[src/rtl/mac_stream_seq.sv]
`default_nettype none
// ============================================================================
// mac_stream_seq : fetches a run of SRAM words into a FWFT FIFO and streams
//                  them into the MAC over valid/ready, then latches the result.
// Optional macro : STEP_SEQ_EN (each step pulse grants one SRAM read in RUN)
// Revision       : 1.0
// ============================================================================
module mac_stream_seq #(
  parameter int DATA_W     = 16,
  parameter int ADDR_W     = 4,
  parameter int FIFO_DEPTH = 8,
  parameter int MAC_LAT    = 3
) (
  input  logic                          clk_i,
  input  logic                          rst_ni,
  input  logic                          start_i,
  input  logic                          step_i,
  input  logic [ADDR_W-1:0]             base_addr_i,
  input  logic [ADDR_W:0]               len_i,
  output logic [ADDR_W-1:0]             mem_addr_o,
  output logic                          mem_rd_o,
  input  logic [DATA_W-1:0]             mem_rdata_i,
  output logic                          mac_clear_o,
  output logic                          mac_valid_o,
  output logic [DATA_W-1:0]             mac_data_o,
  input  logic                          mac_ready_i,
  input  logic [DATA_W-1:0]             mac_result_i,
  output logic [DATA_W-1:0]             result_o,
  output logic                          busy_o,
  output logic                          done_o,
  output logic [$clog2(FIFO_DEPTH):0]   fifo_level_o,
  output logic [2:0]                    state_o
);

  localparam int PTR_W = $clog2(FIFO_DEPTH);
  localparam int LVL_W = PTR_W + 1;
  localparam int CNT_W = ADDR_W + 1;
  localparam int FL_W  = (MAC_LAT > 1) ? $clog2(MAC_LAT) : 1;
  localparam logic [FL_W-1:0]  FL_LAST = FL_W'(MAC_LAT - 1);
  localparam logic [LVL_W-1:0] DEPTH_L = LVL_W'(FIFO_DEPTH);

  typedef enum logic [2:0] {
    S_IDLE  = 3'd0,
    S_CLEAR = 3'd1,
    S_RUN   = 3'd2,
    S_FLUSH = 3'd3,
    S_DONE  = 3'd4
  } state_t;

  state_t             state_q, state_d;
  logic [ADDR_W-1:0]  base_q, base_d;
  logic [CNT_W-1:0]   len_q, len_d;
  logic [CNT_W-1:0]   req_q, req_d;
  logic [CNT_W-1:0]   pop_cnt_q, pop_cnt_d;
  logic               inflight_q, inflight_d;
  logic [LVL_W-1:0]   level_q, level_d;
  logic [PTR_W-1:0]   wr_ptr_q, wr_ptr_d;
  logic [PTR_W-1:0]   rd_ptr_q, rd_ptr_d;
  logic [FL_W-1:0]    flush_q, flush_d;
  logic [DATA_W-1:0]  result_q, result_d;
  logic               done_q, done_d;

  logic [DATA_W-1:0]  fifo_mem [FIFO_DEPTH];

  logic               mac_valid;
  logic               pop;
  logic               push;
  logic               room;
  logic               fetch_ok;
  logic               mem_rd;

  assign mac_valid = (state_q == S_RUN) && (level_q != '0);
  assign pop       = mac_valid && mac_ready_i;
  // Read data lands exactly one cycle after the strobe, so the in-flight flag doubles as push.
  assign push      = inflight_q;
  assign room      = (level_q + LVL_W'(inflight_q)) < DEPTH_L;
  assign fetch_ok  = (state_q == S_RUN) && (req_q < len_q) && room;

`ifdef STEP_SEQ_EN
  logic grant_q, grant_d;

  // At most one outstanding grant; it is consumed by the read it enables.
  assign grant_d = (state_q == S_RUN) && ((grant_q && !mem_rd) || step_i);
  assign mem_rd  = fetch_ok && grant_q;

  always_ff @(posedge clk_i or negedge rst_ni) begin
    if (!rst_ni) begin
      grant_q <= 1'b0;
    end else begin
      grant_q <= grant_d;
    end
  end
`else
  logic unused_step;

  assign unused_step = step_i;
  assign mem_rd      = fetch_ok;
`endif

  always_comb begin
    state_d     = state_q;
    base_d      = base_q;
    len_d       = len_q;
    req_d       = req_q + CNT_W'(mem_rd);
    pop_cnt_d   = pop_cnt_q + CNT_W'(pop);
    inflight_d  = mem_rd;
    wr_ptr_d    = push ? wr_ptr_q + PTR_W'(1) : wr_ptr_q;
    rd_ptr_d    = pop ? rd_ptr_q + PTR_W'(1) : rd_ptr_q;
    flush_d     = flush_q;
    result_d    = result_q;
    done_d      = 1'b0;
    mac_clear_o = 1'b0;

    case ({push, pop})
      2'b10:   level_d = level_q + LVL_W'(1);
      2'b01:   level_d = level_q - LVL_W'(1);
      default: level_d = level_q;
    endcase

    case (state_q)
      S_IDLE: begin
        if (start_i) begin
          base_d    = base_addr_i;
          len_d     = len_i;
          req_d     = '0;
          pop_cnt_d = '0;
          state_d   = (len_i == '0) ? S_DONE : S_CLEAR;
        end
      end
      S_CLEAR: begin
        mac_clear_o = 1'b1;
        state_d     = S_RUN;
      end
      S_RUN: begin
        flush_d = '0;
        if (pop && ((pop_cnt_q + CNT_W'(1)) == len_q)) begin
          state_d = S_FLUSH;
        end
      end
      S_FLUSH: begin
        if (flush_q == FL_LAST) begin
          state_d = S_DONE;
        end else begin
          flush_d = flush_q + FL_W'(1);
        end
      end
      S_DONE: begin
        // Result and done register together so the pulse marks the update.
        result_d = mac_result_i;
        done_d   = 1'b1;
        state_d  = S_IDLE;
      end
      default: begin
        state_d = S_IDLE;
      end
    endcase
  end

  always_ff @(posedge clk_i or negedge rst_ni) begin
    if (!rst_ni) begin
      state_q    <= S_IDLE;
      base_q     <= '0;
      len_q      <= '0;
      req_q      <= '0;
      pop_cnt_q  <= '0;
      inflight_q <= 1'b0;
      level_q    <= '0;
      wr_ptr_q   <= '0;
      rd_ptr_q   <= '0;
      flush_q    <= '0;
      result_q   <= '0;
      done_q     <= 1'b0;
    end else begin
      state_q    <= state_d;
      base_q     <= base_d;
      len_q      <= len_d;
      req_q      <= req_d;
      pop_cnt_q  <= pop_cnt_d;
      inflight_q <= inflight_d;
      level_q    <= level_d;
      wr_ptr_q   <= wr_ptr_d;
      rd_ptr_q   <= rd_ptr_d;
      flush_q    <= flush_d;
      result_q   <= result_d;
      done_q     <= done_d;
    end
  end

  always_ff @(posedge clk_i) begin
    if (push) begin
      fifo_mem[wr_ptr_q] <= mem_rdata_i;
    end
  end

  assign mem_addr_o   = base_q + req_q[ADDR_W-1:0];
  assign mem_rd_o     = mem_rd;
  assign mac_valid_o  = mac_valid;
  assign mac_data_o   = mac_valid ? fifo_mem[rd_ptr_q] : '0;
  assign result_o     = result_q;
  assign busy_o       = (state_q != S_IDLE);
  assign done_o       = done_q;
  assign fifo_level_o = level_q;
  assign state_o      = state_q;

endmodule
`default_nettype wire

[config.mk]
export PLATFORM = sky130hd
export DESIGN_NAME = mac_stream_seq
export DESIGN_NICKNAME = d
export VERILOG_FILES = /design/src/rtl/mac_stream_seq.sv
export SDC_FILE = /design/constraint.sdc
export NUM_CORES = 1
export LEC_CHECK = 0
export BUFFER_PORTS_ARGS = -buffer_cell sky130_fd_sc_hd__buf_4
export CORE_MARGIN = 2
export CORE_UTILIZATION = 48
export CTS_CLUSTER_DIAMETER = 200
export DETAILED_ROUTE_END_ITERATION = 16
export GPL_TIMING_DRIVEN = 0
export PLACE_DENSITY_LB_ADDON = 0.05
export SYNTH_ARGS = -nofsm -noshare
export SYNTH_HDL_FRONTEND = slang
export SYNTH_SLANG_ARGS = --single-unit
[constraint.sdc]
create_clock -name clk_i -period 2.4 [get_ports clk_i]
set_input_delay 0.12 -clock clk_i [delete_from_list [all_inputs] [get_ports clk_i]]
set_output_delay 0.12 -clock clk_i [all_outputs]
set_load 0.05 [all_outputs]
==> flow_summary.toml, run 1 <==
[outcome]
status = "finished, final reports clean"

[logic_synthesis]
yosysWarningCount = 0
ys_ff_latch = 180
avgSynthCellArea_um2 = 17.1
synth-edff-count = 128
yosysUniqueCellTypes = 49
async_flop_share = 0.289
ys.flop_type = "edfxtp_1"
synth_area_leader_cell = "edfxtp_1"
ys_seq_area_frac = 0.685
synth_top_area_share = 0.512
syn_nets = 505
netlist_instances = 439
syn_area_mm2 = 0.00751
synth_area_leaders = "edfxtp_1, dfrtp_1, mux4_2"

[sta]
finClkSkew_ns = 0.0114
setup_tns_ns = 0
hold_viol_final = 0
setup_violations = 0
fmax_mhz = 433
fin_crit_ns = 2.31
tightest_slew_ns = 0.763
rsz0062_at_grt = "yes"
slew_viol_final = 0
slew_headroom = 0.488
timing.final.crit_share = 0.962

[detailed_routing]
viasPerCell = 5.20
routed_wirelength_um = 15000
dr.pass1.iters = 5
ant_nets = 0
drc = 0
vias = 4318
wl_per_cell_um = 18.1
drt_iter0_markers = 252

[setup_path]
arrival_ns = 2.65
cp_max_fo = 4
criticalPathCategory = "reg -> reg"
cp-end-kind = "register"
worstPathRequired_ns = 2.74
start_kind = "register"

[cells_and_area]
area_growth_pct = 30.8
final_cell_mix = "edfxtp_1, buf_4, dfrtp_1"
diodes = 0
fin_area_mm2 = 0.00982
drive_gt1_frac = 0.373
final_common_cell = "edfxtp_1"
nNetsFinal = 674

[hold_path]
hp-class = "in -> reg"

[cts]
cts_tree = "done"
clockBufferDepth = 2
h-tree-depth = 4
cts_root_buffer = "clkbuf_16"
clock_sinks = 180
clk-insertion-delay-late_ns = 0.43
cts.reportedPaths.clkPinSlew_ns = 0.06
cts-buffers-inserted = 17

[placed_design]
io_buffers = 92
hpwl_um = 9970
gp_congestion = 0.695
place_area_mm2 = 0.00870

[floorplan]
die_area_mm2 = 0.0167
coreArea_mm2 = 0.0153
pin_count = 94
die_h_um = 129
start_util = 0.492
placementRows = 45
die_w_um = 129

[flow_run]
cap_violations = 0

[power_and_ir_drop]
peakVddDrop_mv = 0.846
power.density_mw_per_mm2 = 1390
p_leak_nw = 3.87

[global_routing]
grt.overflow.total = 0
grt_max_degree = 53
grt_pass1_wl_um = 24000
track_usage = 0.194
antenna_found_initial = 0
grt_pass1_vias = 4492
-- layout make-up --
type                    count  area [um^2]
well taps                 211          264
inverters                  18         80.1
multi-input cells         222         2300
fillers                  1108         5430
clock inverters            10          109
repair buffers            152         1330
plain buffers              17          140
flip-flops and latches    180         5150
clock buffers              21          450
-- cells by family (layout without fill, tap and decap cells) --
kind of cell	Yosys count	count (layout)	synth area share
AO/OA/AOI/OAI	23	23	0.0205
XOR/XNOR	23	23	0.0268
flip-flops	180	180	0.685
buffers and inverters	37	218	0.0220
adder cells (fa/ha/maj)	20	20	0.0353
AND/OR/NAND/NOR	84	84	0.0571
multiplexers	72	72	0.153
-- critical path: stages (launching register included) --
cell      delay, ns
dfrtp_2        0.40
nand2b_4       0.15
or3_4          0.44
inv_8          0.10
nand2_8        0.06
inv_6          0.06
ha_4           0.15
ha_4           0.20
a21o_1         0.16
a21oi_2        0.14
mux2i_1        0.23
xnor2_1        0.14
-- sequential cells by signal, indices dropped and copies added, names as in the netlist --
register	flops
base_q	4
done_o	1
fifo_level_o	4
fifo_mem	128
flush_q	2
inflight_q	1
len_q	5
pop_cnt_q	5
rd_ptr_q	3
req_q	5
result_o	16
state_o	3
wr_ptr_q	3
-- per-stage QoR --
step	setup slack (ns)	util	cells	hold slack (ns)	total power, mW
finish	0.0905	0.644	831	0.178	13.6
CTS	0.00941	0.641	829	0.172	13.7
floorplan	-0.0497	-	439	-0.176	8.89
global route	-0.0180	0.644	831	0.193	14.4
global placement	-1.12	0.558	742	0.197	10.5
detailed placement	-0.126	0.570	752	0.198	10.8
-- timing repair --
| action | 4_1_cts | 5_1_grt |
|---|---|---|
| setup endpoints to repair | 17 | 10 |
| endpoints found under the hold margin | 206 | 0 |
| resized for setup | 20 | 11 |
| hold buffers | 43 | 0 |
| setup buffers | 3 | 4 |
| pin swaps | 0 | 5 |
-- final timing paths --
check                                        startpoint                          end  slack [ns]  depth (start not counted)
worst min register to register  wr_ptr_q[2]$_DFFE_PN0P_      wr_ptr_q[2]$_DFFE_PN0P_        0.50                          1
min in group asynchronous                        rst_ni      result_o[9]$_DFFE_PN0P_        0.26                          2
worst min-delay path                            start_i         len_q[0]$_DFFE_PN0P_        0.18                          4
worst max register to register   state_o[2]$_DFFE_PN0P_  fifo_level_o[3]$_DFFE_PN0P_        0.09                         11
worst max-delay path             state_o[2]$_DFFE_PN0P_  fifo_level_o[3]$_DFFE_PN0P_        0.09                         11
max in group asynchronous                        rst_ni       state_o[2]$_DFFE_PN0P_        1.66                          2
-- report_power, final --
part / switching [mW] / total, mW / internal, mW / leakage, nW
Combinational: 3.98 / 6.61 / 2.63 / 1.78
Clock: 1.11 / 2.65 / 1.55 / 0.274
Sequential: 0.401 / 4.35 / 3.95 / 1.81
Total: 5.49 / 13.6 / 8.13 / 3.87
-- layer usage --
| layer | wire length [um] | vias up | global-route usage |
|---|---|---|---|
| met5 | 0 | - | 0 |
| met4 | 211 | 0 | 0.0691 |
| met3 | 681 | 18 | 0.0454 |
| met2 | 7490 | 103 | 0.310 |
| met1 | 6630 | 2197 | 0.265 |
| li1 | - | 2000 | - |
-- synthesized netlist by cell type (2+ instances only) --
| cell | instances |
|---|---|
| nor3_1 | 6 |
| nor2b_1 | 6 |
| a21o_1 | 4 |
| buf_2 | 8 |
| mux4_2 | 32 |
| and3_1 | 3 |
| buf_1 | 2 |
| or4_1 | 2 |
| nor2_1 | 31 |
| dfrtp_1 | 52 |
| nor4_1 | 2 |
| a22o_1 | 2 |
| inv_1 | 17 |
| nand2b_1 | 4 |
| fa_1 | 2 |
| a21oi_1 | 2 |
| ha_1 | 18 |
| or3_1 | 3 |
| nand4_1 | 2 |
| xor2_1 | 10 |
| mux2_2 | 20 |
| mux2i_1 | 18 |
| clkbuf_1 | 7 |
| xnor2_1 | 13 |
| nand2_1 | 10 |
| edfxtp_1 | 128 |
| o21ai_0 | 7 |
| nand3_1 | 7 |
Note: power is estimated with default switching activity, not from simulation.
==> inputs of run 2 (changes only) <==
Settings changed: PLACE_DENSITY_LB_ADDON 0.05 to 0.3.
==> run 2 against run 1 <==
Die area did not move. Non-clock buffer count stayed put. Highest routed layer unchanged. Worst hold slack worse by 0.15 ns. Setup slack better by 0.025 ns. Via count grew 0.74%. Critical path depth unchanged. Global-route usage up 0.22 points. Critical path type unchanged. Largest cell class unchanged. Utilization shrank 0.43 points.
==> flow_summary.toml, run 2 (synthesis gave the netlist of run 1 again) <==
[outcome]
status = "finished, final reports clean"

[global_routing]
antenna_found_initial = 0
grt.overflow.total = 0
grt_pass1_vias = 4559
grt_max_degree = 53
track_usage = 0.197
grt_pass1_wl_um = 24000

[detailed_routing]
drc = 0
ant_nets = 0
vias = 4350
dr.pass1.iters = 4
drt_iter0_markers = 354
routed_wirelength_um = 15400
viasPerCell = 5.23
wl_per_cell_um = 18.5

[floorplan]
die_area_mm2 = 0.0167
pin_count = 94
start_util = 0.492
placementRows = 45
coreArea_mm2 = 0.0153
die_h_um = 129
die_w_um = 129

[setup_path]
criticalPathCategory = "reg -> reg"
worstPathRequired_ns = 2.74
arrival_ns = 2.62
slowest_stage = "or3_4"
start_kind = "register"
cp_slowest_stage_delay_ns = 0.44
cp-end-kind = "register"
reg2reg_from = "state_o[2]$_DFFE_PN0P_"
cp_max_fo = 4
critical_path.cell_chain = "nand2b_4 -> or3_4 -> inv_8 -> nand2_8 -> inv_6 -> ha_4 -> buf_4 -> inv_1 -> fa_1 -> xor2_1 -> o21ai_0"
cp-startpoint = "state_o[2]$_DFFE_PN0P_"

[sta]
holdWs_ns = 0.0313
slew_viol_final = 0
fin_crit_ns = 2.28
hold_viol_final = 0
tightest_slew_ns = 0.973
fin_ws_ns = 0.116
setup_violations = 0
rsz0062_at_grt = "yes"
slew_headroom = 0.348
finClkSkew_ns = 0.00521
timing.final.crit_share = 0.952
fmax_mhz = 438

[cells_and_area]
multi_input_area_mm2 = 0.00229
area_growth_pct = 29.9
top_register = "fifo_mem"
final_common_cell = "edfxtp_1"
diodes = 0
drive_gt1_frac = 0.377
regArea_mm2 = 0.00515
n_fill_cell = 1079
largest_reg_flops = 128
final_util = 0.640
nNetsFinal = 674
final_cell_mix = "edfxtp_1, buf_4, dfrtp_1"

[cts]
cts_tree = "done"
clockBufferDepth = 2
cts_root_buffer = "clkbuf_16"
h-tree-depth = 4
clock_sinks = 180
cts.reportedPaths.clkPinSlew_ns = 0.07
clk-insertion-delay-late_ns = 0.43
cts-buffers-inserted = 17

[placed_design]
io_buffers = 92
dpl_worst_slack_ns = -0.0931
hpwl_um = 10000
gp_congestion = 0.763

[power_and_ir_drop]
swShare = 0.414
p_int_mw = 7.91
pwr-share-clk = 0.186
peakVddDrop_mv = 0.997
p_sw_mw = 5.59
seq_power_share = 0.323
p_leak_nw = 3.85
pwr-share-comb = 0.491
power.density_mw_per_mm2 = 1380

[hold_path]
hold_start = "mac_ready_i"
hp-class = "in -> reg"

[flow_run]
cap_violations = 0
run 2: cell count changes in the layout (fill, tap and decap cells not counted), moves of 2 or more:
cell	before	now
clkinv_1	1	3
clkbuf_1	5	2
buf_8	5	9
inv_6	1	5
clkbuf_4	0	3
bufinv_16	2	0
buf_16	2	0
mux2i_1	16	18
buf_6	4	1
buf_4	103	105
mux2i_2	2	0
run 2: final timing paths:
check | to | slack, ns | depth (start not counted)
setup / recovery | fifo_level_o[2]$_DFFE_PN0P_ | 0.12 | 11
hold / removal | rd_ptr_q[0]$_DFFE_PN0N_ | 0.03 | 3
min in group asynchronous | base_q[3]$_DFFE_PN0P_ | 0.27 | 2
hold reg to reg | result_o[12]$_DFFE_PN0P_ | 0.50 | 1
max in group asynchronous | fifo_level_o[0]$_DFFE_PN0P_ | 1.62 | 2
setup reg to reg | fifo_level_o[2]$_DFFE_PN0P_ | 0.12 | 11
run 2: per-layer routing:
| metal | vias to the layer above | routed length [um] | GRT usage |
|---|---|---|---|
| met3 | 15 | 1010 | 0.0611 |
| met1 | 2176 | 6540 | 0.257 |
| met5 | - | 0 | 0 |
| li1 | 2000 | - | - |
| met2 | 159 | 7630 | 0.324 |
| met4 | 0 | 194 | 0.0512 |
run 2: power groups by stage:
| stage | sequential [mW] | clock [mW] | combinational, mW |
|---|---|---|---|
| finish | 4.36 | 2.52 | 6.63 |
| global route | 4.43 | 2.68 | 7.10 |
| CTS | 4.36 | 2.56 | 6.56 |
| detailed placement | 4.40 | 0 | 6.36 |
| global placement | 4.36 | 0 | 6.12 |
| floorplan | 4.64 | 0 | 4.25 |
run 2: critical path, delay by kind of cell (launching register included):
family / cells / cell delay [ns]
adders and majority gates: 2 / 0.52
buffers and inverters: 4 / 0.33
xor gates and xnor gates: 1 / 0.15
AOI/OAI and AO/OA: 1 / 0.16
DFF: 1 / 0.40
and+or+nand+nor: 3 / 0.65
run 2: timing repair:
| item | in CTS | in global routing |
|---|---|---|
| cloned | 0 | 0 |
| pin swaps | 0 | 5 |
| setup endpoints to repair | 17 | 17 |
| hold buffers | 42 | 0 |
| buffers inserted | 3 | 8 |
| hold endpoints to repair | 205 | 0 |
| gates resized for setup | 16 | 12 |
run 2: per-stage QoR:
stage | power [mW] | TNS, ns | cells | area, um^2
floorplan | 8.89 | -0.0497 | 439 | 7560
global placement | 10.5 | -39.21 | 742 | 8510
detailed placement | 10.8 | -0.0931 | 750 | 8650
CTS | 13.5 | 0 | 827 | 9680
global route | 14.2 | -0.0338 | 832 | 9760
finish | 13.5 | 0 | 832 | 9760
run 2: area by class of cell:
class,count,share of cell area
Clock buffer,17,0.0436
Clock inverter,15,0.0108
Buffer,16,0.0135
Sequential cell,180,0.528
Timing Repair Buffer,153,0.134
Tap cell,211,0.0271
Multi-Input combinational cell,222,0.235
Inverter,18,0.00821
==> inputs of run 3 (changes only) <==
Settings changed: CORE_MARGIN 2 to default.
==> run 3 against run 2 <==
Worst hold slack improved by 0.14 ns. Global-route usage rose by 0.44 points. Via count rose by 0.32%. Critical path depth did not move. Final cell count did not move. Clock power rose by 10%. Critical endpoint is now fifo_level_o[3]$_DFFE_PN0P_. Non-clock buffer count did not move. Clock skew rose by 0.0011 ns. Die area fell by 3.1%. Wire length fell by 2.1%. Sequential share of layout area fell by 0.38 points.
==> flow_summary.toml, run 3 (synthesis gave the netlist of run 1 again) <==
[outcome]
status = "finished, final reports clean"

[cells_and_area]
multi_input_area_mm2 = 0.00229
largest_reg_flops = 128
final_cell_mix = "edfxtp_1, buf_4, dfrtp_1"
top_register = "fifo_mem"
area_growth_pct = 30.8
n_fill_cell = 1055
drive_gt1_frac = 0.375
diodes = 0
final_common_cell = "edfxtp_1"
final_util = 0.644
nNetsFinal = 674
regArea_mm2 = 0.00515
fin_area_mm2 = 0.00983

[sta]
setup_violations = 0
holdWs_ns = 0.171
fin_crit_ns = 2.36
setup_tns_ns = 0
finClkSkew_ns = 0.00634
slew_viol_final = 0
timing.final.crit_share = 0.983
slew_headroom = 0.426
fmax_mhz = 424
hold_viol_final = 0
rsz0062_at_grt = "yes"
tightest_slew_ns = 0.856
fin_ws_ns = 0.0419

[setup_path]
cp_num_buf_inv = 2
path_depth = 11
criticalPathCategory = "reg -> reg"
worstPathRequired_ns = 2.74
regToRegSetupSlack_ns = 0.04
cp-end-kind = "register"
critical_path.cell_chain = "nand2b_4 -> or3_4 -> inv_8 -> nand2_8 -> inv_6 -> ha_4 -> ha_4 -> a21o_1 -> a21oi_2 -> mux2i_1 -> xnor2_1"
slowest_stage = "or3_4"
cp_common_cell = "ha_4"
crit_family = "simple AND/OR/NAND/NOR gates"
rr_endpoint = "fifo_level_o[3]$_DFFE_PN0P_"
worstSetupEndpoint = "fifo_level_o[3]$_DFFE_PN0P_"
reg2regPathDepth = 11
cp_slowest_stage_delay_ns = 0.46
reg2reg_from = "state_o[2]$_DFFE_PN0P_"
cp_max_fo = 5
arrival_ns = 2.70
start_kind = "register"
cp-startpoint = "state_o[2]$_DFFE_PN0P_"

[detailed_routing]
dr.pass1.iters = 4
vias = 4364
drc = 0
viasPerCell = 5.25
routed_wirelength_um = 15000
wl_per_cell_um = 18.1
ant_nets = 0
drt_iter0_markers = 327

[placed_design]
hpwl_um = 9850
place_area_mm2 = 0.00865
io_buffers = 92
gp_congestion = 0.771
dpl_worst_slack_ns = -0.123

[global_routing]
busiest_layer = "met2"
use_met2 = 0.335
grt_max_degree = 53
grt.overflow.total = 0
track_usage = 0.201
use_met1 = 0.255
grt_pass1_vias = 4597
met3_usage = 0.0603
antenna_found_initial = 0
grt_pass1_wl_um = 23800

[cts]
clockBufferDepth = 2
cts.reportedPaths.clkPinSlew_ns = 0.06
cts-buffers-inserted = 17
clk-insertion-delay-late_ns = 0.43
h-tree-depth = 4
cts_root_buffer = "clkbuf_16"
clock_sinks = 180
cts_tree = "done"

[power_and_ir_drop]
pwr-share-clk = 0.203
p_leak_nw = 3.88
peakVddDrop_mv = 1.08
pwr-share-comb = 0.480
p_int_mw = 8.19
swShare = 0.403
p_sw_mw = 5.53
power.density_mw_per_mm2 = 1400
seq_power_share = 0.317

[floorplan]
die_w_um = 127
coreArea_mm2 = 0.0153
start_util = 0.492
pin_count = 94
die_h_um = 127
die_area_mm2 = 0.0162
placementRows = 45

[hold_path]
hold_start = "start_i"
hp-class = "in -> reg"

[flow_run]
cap_violations = 0
run 3: cell count changes in the layout (fill, tap and decap cells not counted):
cell / before / now
buf_4: 105 / 103
bufinv_16: 0 / 2
clkbuf_1: 2 / 4
clkbuf_4: 3 / 4
clkbuf_8: 0 / 3
clkinv_1: 3 / 0
clkinv_2: 3 / 1
dfrtp_1: 45 / 46
dfrtp_2: 7 / 6
dlygate4sd3_1: 42 / 43
inv_6: 5 / 4
inv_8: 2 / 1
run 3: area by class of cell:
class	instances	share of cell area
Buffer	16	0.0134
Clock buffer	22	0.0482
Clock inverter	10	0.0126
Inverter	18	0.00815
Multi-Input combinational cell	222	0.233
Sequential cell	180	0.524
Tap cell	211	0.0269
Timing Repair Buffer	153	0.134
run 3: power by group through the flow:
| stage | Clock [mW] | Sequential [mW] | Combinational [mW] |
|---|---|---|---|
| global route | 2.95 | 4.42 | 7.06 |
| global placement | 0 | 4.36 | 6.11 |
| CTS | 2.82 | 4.34 | 6.54 |
| finish | 2.78 | 4.35 | 6.59 |
| floorplan | 0 | 4.64 | 4.25 |
| detailed placement | 0 | 4.40 | 6.33 |
run 3: layer usage:
layer  share of wire  wire (um)
met1            0.42       6360
met2            0.50       7560
met3           0.066        992
met4          0.0092        139
met5               0          0
run 3: metrics by stage:
step           total power, mW  cells
5_1_grt                   14.4    832
3_5_place_dp              10.7    750
4_1_cts                   13.7    828
3_3_place_gp              10.5    742
2_1_floorplan             8.89    439
6_report                  13.7    832
run 3: worst min-delay path by stage:
stage	slack [ns]	cells after the start	end
2_1_floorplan	-0.18	0	base_q[0]$_DFFE_PN0P_
3_3_place_gp	0.20	1	base_q[0]$_DFFE_PN0P_
3_5_place_dp	0.20	1	base_q[3]$_DFFE_PN0P_
4_1_cts	0.16	4	len_q[0]$_DFFE_PN0P_
5_1_grt	0.18	4	base_q[0]$_DFFE_PN0P_
6_report	0.17	4	len_q[0]$_DFFE_PN0P_
run 3: what timing repair did:
item                                    4_1_cts  5_1_grt
hold endpoints to repair                    206        0
gates resized for setup                      18        7
pin swaps                                     0        4
buffers inserted                              3        7
endpoints found under the setup margin       17       17
hold buffers                                 43        0
run 3: worst min-delay path, delay by kind of cell:
| family | cells | cell delay [ns] |
|---|---|---|
| buf+inv | 2 | 0.16 |
| mux | 1 | 0.21 |
| simple gates | 1 | 0.07 |
